$ cat src/rtl/load_store_unit.sv
// Load/store unit between execute and main_memory: handshakes one request at a time,
// read-modify-writes sub-word stores and sign/zero-extends load data.
module load_store_unit #(
    parameter int MEM_BYTES = 512
) (
    input  logic        clk,
    input  logic        reset,
    input  logic        req_valid,
    output logic        req_ready,
    input  logic        req_is_store,
    input  logic [2:0]  req_funct3,
    input  logic [31:0] req_addr,
    input  logic [31:0] req_wdata,
    output logic        resp_valid,
    output logic        resp_err,
    output logic [31:0] resp_rdata,
    output logic [31:0] mem_addr,
    output logic [3:0]  mem_write,
    output logic [31:0] mem_wdata,
    input  logic [31:0] mem_rdata
);

    typedef enum logic [2:0] {
        IDLE,
        LD_ADDR,
        LD_DATA,
        ST_RD,
        ST_MERGE,
        ST_WR,
        ST_DRAIN
    } state_t;

    state_t      state_q, state_d;
    logic [2:0]  funct3_q;
    logic [1:0]  byteOff_q;
    logic [15:0] wdata_q;

    logic        readyD, validD, errD;
    logic [31:0] rdataD, memAddrD, memWdataD;
    logic [3:0]  memWriteD;

    logic        accept, reqErr, illegalF3, misaligned, outOfRange;
    logic [31:0] loadFmt, merged;
    logic [7:0]  selByte;
    logic [15:0] selHalf;

    assign accept = req_valid && req_ready;

    // Rejected requests never reach memory, so they are classified straight from the inputs.
    always_comb begin
        illegalF3  = (req_funct3 == 3'b011) || (req_funct3[2:1] == 2'b11)
                     || (req_is_store && req_funct3[2]);
        misaligned = ((req_funct3[1:0] == 2'b01) && req_addr[0])
                     || ((req_funct3[1:0] == 2'b10) && (req_addr[1:0] != 2'b00));
        outOfRange = req_addr >= 32'(MEM_BYTES);
        reqErr     = illegalF3 || misaligned || outOfRange;
    end

    always_comb begin
        selByte = mem_rdata[{byteOff_q, 3'b000} +: 8];
        selHalf = byteOff_q[1] ? mem_rdata[31:16] : mem_rdata[15:0];
        case (funct3_q)
            3'b000:  loadFmt = {{24{selByte[7]}}, selByte};
            3'b001:  loadFmt = {{16{selHalf[15]}}, selHalf};
            3'b100:  loadFmt = {24'd0, selByte};
            3'b101:  loadFmt = {16'd0, selHalf};
            default: loadFmt = mem_rdata;
        endcase
    end

    // Only the addressed lane(s) of the old word are replaced; neighbours are preserved.
    always_comb begin
        merged = mem_rdata;
        if (funct3_q[1:0] == 2'b00) begin
            merged[{byteOff_q, 3'b000} +: 8] = wdata_q[7:0];
        end else begin
            merged[{byteOff_q[1], 4'b0000} +: 16] = wdata_q;
        end
    end

    always_ff @(posedge clk) begin
        if (reset) begin
            state_q    <= IDLE;
            funct3_q   <= 3'b000;
            byteOff_q  <= 2'b00;
            wdata_q    <= 16'd0;
            req_ready  <= 1'b1;
            resp_valid <= 1'b0;
            resp_err   <= 1'b0;
            resp_rdata <= 32'd0;
            mem_addr   <= 32'd0;
            mem_write  <= 4'd0;
            mem_wdata  <= 32'd0;
        end else begin
            state_q    <= state_d;
            req_ready  <= readyD;
            resp_valid <= validD;
            resp_err   <= errD;
            resp_rdata <= rdataD;
            mem_addr   <= memAddrD;
            mem_write  <= memWriteD;
            mem_wdata  <= memWdataD;
            if ((state_q == IDLE) && accept) begin
                funct3_q  <= req_funct3;
                byteOff_q <= req_addr[1:0];
                wdata_q   <= req_wdata[15:0];
            end
        end
    end

    always_comb begin
        state_d = state_q;
        case (state_q)
            IDLE: begin
                if (accept && !reqErr) begin
                    if (!req_is_store)                   state_d = LD_ADDR;
                    else if (req_funct3[1:0] == 2'b10)   state_d = ST_WR;
                    else                                 state_d = ST_RD;
                end
            end
            LD_ADDR:  state_d = LD_DATA;
            LD_DATA:  state_d = IDLE;
            ST_RD:    state_d = ST_MERGE;
            ST_MERGE: state_d = ST_WR;
            ST_WR:    state_d = ST_DRAIN;
            ST_DRAIN: state_d = IDLE;
            default:  state_d = IDLE;
        endcase
    end

    // Output values for the next cycle; the register block above makes every output registered.
    always_comb begin
        readyD    = (state_d == IDLE);
        validD    = 1'b0;
        errD      = 1'b0;
        rdataD    = 32'd0;
        memAddrD  = mem_addr;
        memWriteD = 4'd0;
        memWdataD = 32'd0;
        case (state_q)
            IDLE: begin
                if (accept) begin
                    if (reqErr) begin
                        validD = 1'b1;
                        errD   = 1'b1;
                    end else begin
                        memAddrD = {req_addr[31:2], 2'b00};
                        if (req_is_store && (req_funct3[1:0] == 2'b10)) begin
                            memWriteD = 4'd1;
                            memWdataD = req_wdata;
                        end
                    end
                end
            end
            LD_DATA: begin
                validD = 1'b1;
                rdataD = loadFmt;
            end
            ST_MERGE: begin
                memWriteD = 4'd1;
                memWdataD = merged;
            end
            ST_DRAIN: validD = 1'b1;
            default: ;
        endcase
    end

endmodule

$ cat config.mk
export PLATFORM = sky130hd
export DESIGN_NAME = load_store_unit
export DESIGN_NICKNAME = d
export VERILOG_FILES = /design/src/rtl/load_store_unit.sv
export SDC_FILE = /design/constraint.sdc
export NUM_CORES = 1
export LEC_CHECK = 0
export BUFFER_PORTS_ARGS = -buffer_cell sky130_fd_sc_hd__buf_2
export CORE_MARGIN = 2
export CORE_UTILIZATION = 54
export CTS_CLUSTER_DIAMETER = 120
export CTS_CLUSTER_SIZE = 14
export DETAILED_ROUTE_END_ITERATION = 10
export PLACE_DENSITY_LB_ADDON = 0.08
export SLEW_MARGIN = 25
export SYNTH_ARGS = -nofsm -noshare
export SYNTH_HDL_FRONTEND = slang
export SYNTH_SLANG_ARGS = --single-unit
export TNS_END_PERCENT = 1
$ cat constraint.sdc
create_clock -name clk -period 3.7 [get_ports clk]
set_input_delay 0.185 -clock clk [delete_from_list [all_inputs] [get_ports clk]]
set_output_delay 0.185 -clock clk [all_outputs]
set_load 0.05 [all_outputs]
* Yosys cells after proc, flatten, opt, wreduce, memory -nomap -nowiden
Index checks and enable logic that the tools add are counted.
Storage, ports and cells: register bits 125, latch bits 0, RAM bits 0, bits in read-only memories 0, input bits 103, output and inout port bits 103, memories 0
Cells by class: add/sub/neg operators 2, $mul 0, div/mod/pow operators 0, $lt $le $gt $ge 1, equal/unequal tests 13, shifts and indexed selects 5, muxes and demuxes 20, bitwise gates (word level) 3, reduce and logical (&&, ||, !) cells 22
Operators with widths (number):
- $mux W32 | 4
- $pmux W32 S4 | 1
- $bwmux W32 | 2
- $pmux W32 S2 | 1
- $ge A32 B10 Y1 const B | 1
- $shift A16 B7 Y32 const A | 1
- $shift A8 B7 Y32 const A | 1
- $shiftx A16 B7 Y32 | 1
- $shiftx A32 B6 Y8 | 1
- $shiftx A8 B7 Y32 | 1
- $mux W16 | 1
- $eq A3 B3 Y1 const B | 5
- $pmux W3 S5 | 1
- $neg A5 Y7 | 2
- $eq A3 B2 Y1 const B | 3
- $logic_not A3 Y1 | 3
- $mux W3 | 3
- $logic_and A1 B1 Y1 | 7
- $eq A3 B1 Y1 const B | 2
- $reduce_or A2 Y1 | 3
- $logic_or A1 B1 Y1 | 5
- $mux W1 | 5
- $eq A2 B2 Y1 const B | 2
- $pmux W1 S2 | 2
- other kinds (6) | 8

* Logic depth before layout (Yosys ltp)
depth after elaboration 10, gate-level depth with buffers 9, depth with buffers taken out 6

* Worst setup path after synthesis
OpenSTA, ideal clock, no wires.
path type reg-to-reg, from register byteOff_q[1], to register mem_wdata[27], arrival time 2.056 ns, data required time 3.630 ns, path slack 1.573 ns, stages on the path, launching flop included 10, buffers on the path 3, cell sequence dfxtp_1 -> buf_2 -> clkinv_1 -> ha_1 -> or4b_4 -> buf_6 -> buf_6 -> nor3_1 -> o21ai_1 -> a21oi_1
Between the ends: cells in the longest elaborated chain, start to end 5, elaborated cells between the ends (all ways) 10
RTL lines:
- from (decl) | RTL line 35 | logic [1:0] byteOff_q;
- from (signal assigned) | RTL line 105 | byteOff_q <= req_addr[1:0];
- $neg A5 Y7 (on tied branches) | RTL line 77, 75
- $shiftx A16 B7 Y32 (tied with other cells) | RTL line 77 | merged[{byteOff_q[1], 4'b0000} +: 16] = wdata_q;
- $bwmux W32 (on tied branches) | RTL line 77, 75
- $mux W32 (*) | RTL line 74 | if (funct3_q[1:0] == 2'b00) begin
- $pmux W32 S2 (*) | RTL line 140 | case (state_q)
- to (signal assigned) | RTL line 102 | mem_wdata <= memWdataD;
- to (decl) | RTL line 19 | output logic [31:0] mem_wdata,
Every way passes the cells marked *; elsewhere a longest branch is shown, timed or not. A chain may end at the register's enable or synchronous reset.

* Worst setup path after layout
from register funct3_q[1], to register mem_wdata[22]
Between the ends: cells in the longest elaborated chain, start to end 3
RTL lines:
- from (decl) | RTL line 34 | logic [2:0] funct3_q;
- from (signal assigned) | RTL line 104 | funct3_q <= req_funct3;
- $logic_not A2 Y1 | RTL line 74
- $mux W32 | RTL line 74
- $pmux W32 S2 | RTL line 140
No other way between the ends.

==> impl_metrics.csv <==
group,metric,value,unit
outcome,status,"complete, no violations",
synth,synth_compound_area_share,18.5,%
global_route,grt_pass1_vias,5901,
final_layout,seq_area,2440,µm²
detailed_routing,antenna_left,0,
global_route,grt_first_pass_wirelength,31400,µm
worst_setup_path,r2r_cells,5,
sta,fin_crit_sh,62.0,%
clock_tree,cts_sinks,122,
clock_tree,clock_path_buffers,2,
detailed_routing,drtIter0Drc,542,
worst_setup_path,arrival,2.75,ns
power,netSwitchingPower,0.00100,W
detailed_routing,vias,6482,
worst_setup_path,critPathLaunchType,"register",
final_layout,fin_util,74.4,%
global_route,grt_start_max_net_pins,47,
min_path,hp-class,"input pin to register",
floorplanning,core_area,10800,µm²
worst_setup_path,critPathMaxFanout,29,
sta,setup_viol_count_final,0,
final_layout,final_common_cell,"buf_2",
clock_tree,post_cts_resized,0,
sta,tns,0,ns
sta,hold_violations,0,
synth,synth_edf_count,0,
synth,synth_warnings,0,
worst_setup_path,r2r_end,"mem_wdata[22]$_SDFF_PP0_",
synth,synth.cell_area,5990,µm²
clock_tree,cts-root-buf,"clkbuf_8",
synth,synthFlopType,"dfxtp_1",
detailed_routing,drc_errors,0,
final_layout,drive_gt1_share,30.3,%
floorplanning,die_h,109,µm
power,p_int,0.00237,W
final_layout,antenna-diode-count,0,
synth,ys_seq_area_share,40.8,%
synth,synthMuxAreaShare,4.20,%
synth,async_flop_share,0,%
detailed_routing,first_pass_iters,5,
global_route,antenna_found_initial,0,
final_layout,multi_input_area,3220,µm²
power,vdd_drop_max,0.253,mV
sta,timing.fmax,436,MHz
floorplanning,dieArea,12000,µm²
power,seq_power_share,40.1,%
final_layout,area_growth,34.6,%
synth,syn_inst,713,
synth,ys_ff_latch,122,
clock_tree,cts_tree,"yes",
clock_tree,clk_latency,0.54,ns
final_layout,fill_cells,779,
floorplanning,rows,38,
floorplanning,pin_count,206,
placement,dp_hpwl,14200,µm
synth,synthXorXnorAreaFrac,0,%
synth,syn_avg_cell_area,8.40,µm²
clock_tree,holdBufCountCts,52,
worst_setup_path,crit_path_end_kind,"register",
final_layout,final_cell_mix,"buf_2 (200), dfxtp_1 (120), nand2_1 (82)",
sta,relSlewSlack,31.5,%
power,clockPowerShare,47.9,%
global_route,grt-ovfl-total,0,
min_path,holdPathEnd,"byteOff_q[0]$_SDFFE_PP0P_",
power,p_total,0.00337,W
sta,worstMarginPinSlew,1.02,ns
min_path,worstHoldStart,"req_addr[0]",
worst_setup_path,crit_type,"register to register",
placement,port-buffer-count,200,
power,powerDensity,418,nW/µm²
floorplanning,initial_utilization,55.3,%
sta,slew_viol_final,0,
worst_setup_path,r2r_slack,1.41,ns
global_route,grtUsageTotal,34.4,%
detailed_routing,wirelength,20900,µm
clock_tree,post_cts_buffers,0,
sta,final.setup_skew,0.0109,ns
synth,yosys.area_share.simple,29.3,%
placement,gp_congestion,0.915,
power,p_comb_share,11.9,%
floorplanning,die_w,109,µm
sta,rsz0062_at_grt,"no",
clock_tree,htreeDepth,4,
synth,synth_top_family_by_area,"simple AND/OR/NAND/NOR gates",
min_path,hold_depth,3,
power,p_sw_share,29.8,%
detailed_routing,wl_per_cell,19.3,µm
clock_tree,cts_made_buffers,17,
sta,fin_crit,2.29,ns
final_layout,nets,1035,
synth,yosys.cell_types.count,57,
worst_setup_path,required,4.15,ns
detailed_routing,vias_per_cell,6.00,
clock_tree,clk_pin_slew_worst_paths,0.07,ns
run,cap_violations,0,
worst_setup_path,r2r_start,"funct3_q[1]$_SDFFE_PP0P_",
power,p_leak,3.66,nW
synth,synthAdderAreaFrac,1.04,%
## Yosys cell counts (2+ instances only)
cell type,number,area (µm²)
a21oi_1,79,395
a22o_1,7,61.3
a22oi_1,7,52.6
a32oi_1,15,131
and2_1,31,194
and3_1,41,257
buf_1,6,22.5
buf_2,13,65.1
buf_4,5,37.5
buf_6,3,33.8
clkbuf_1,45,169
dfxtp_1,122,2440
ha_1,5,62.6
inv_1,9,33.8
mux2i_1,24,240
nand2_1,82,308
nand2b_1,20,125
nand3_1,2,10.0
nand4_1,32,200
nor2_1,20,75.1
nor2b_1,2,12.5
nor3_1,26,130
nor3_2,3,30.0
nor3b_1,9,67.6
nor4_1,3,18.8
o211ai_1,2,15.0
o21ai_0,23,115
o21ai_1,13,65.1
o221a_2,7,78.8
o31ai_1,11,82.6
or3_1,2,12.5
or4_1,4,30.0
or4b_2,16,160
## stage by stage
step	cells	setup WS (ns)	hold slack (ns)	instance area, µm²
after global placement	994	1.25	0.437	6940
after CTS	1079	1.08	0.00278	8050
after floorplan	717	1.57	0.320	6010
after global routing	1080	1.24	0.0121	8070
after detailed placement	995	1.10	0.440	6950
final	1080	1.41	0.0171	8070
## critical path: stages, from the launching register on
cell	delay (ns)
dfxtp_1	0.97
nor2_1	0.07
buf_4	0.24
a21boi_1	0.52
a32oi_1	0.24
a21oi_1	0.17
## area by class of cell
class	count	area share (%)
Tap cell	140	2.17
Timing Repair Buffer	264	20.0
Inverter	10	0.465
Multi-Input combinational cell	512	39.9
Clock inverter	15	2.06
Clock buffer	17	5.13
Sequential cell	122	30.3
## layer usage
layer / global-route usage (%) / share of wire, %
met5: 0 / 0
met4: 12.2 / 2.4
met3: 6.70 / 9.6
met2: 55.5 / 47
met1: 46.0 / 41
## flip-flops by register name (all words and copies together), names as in the netlist
signal	flops
funct3_q	3
req_ready	1
resp_rdata	32
wdata_q	16
mem_wdata	32
state_q	3
byteOff_q	2
mem_write	1
resp_valid	1
mem_addr	30
resp_err	1
## cell families after synthesis
group                    Yosys count
AO/OA/AOI/OAI                    174
adder cells (fa/ha/maj)            5
buffers and inverters             83
flip-flops                       122
multiplexers                      25
other                              1
AND/OR/NAND/NOR                  303
## power groups by stage
| stage | Sequential (W) | Combinational (W) | Clock (W) |
|---|---|---|---|
| 6_report | 0.00135 | 0.000402 | 0.00162 |
| 5_1_grt | 0.00135 | 0.000431 | 0.00168 |
| 3_5_place_dp | 0.00138 | 0.000342 | 0 |
| 2_1_floorplan | 0.00137 | 0.000223 | 0 |
| 3_3_place_gp | 0.00138 | 0.000337 | 0 |
| 4_1_cts | 0.00135 | 0.000387 | 0.00162 |
## worst max path at each step
stage,start,depth (start not counted),to,slack (ns)
2_1_floorplan,byteOff_q[1]$_SDFFE_PP0P_,9,mem_wdata[27]$_SDFF_PP0_,1.57
3_3_place_gp,funct3_q[0]$_SDFFE_PP0P_,3,resp_rdata[30]$_SDFF_PP0_,1.25
3_5_place_dp,funct3_q[0]$_SDFFE_PP0P_,3,resp_rdata[30]$_SDFF_PP0_,1.10
4_1_cts,funct3_q[0]$_SDFFE_PP0P_,3,resp_rdata[30]$_SDFF_PP0_,1.08
5_1_grt,funct3_q[1]$_SDFFE_PP0P_,5,mem_wdata[23]$_SDFF_PP0_,1.24
6_report,funct3_q[1]$_SDFFE_PP0P_,5,mem_wdata[22]$_SDFF_PP0_,1.41
Note: power is estimated with default switching activity, not from simulation.
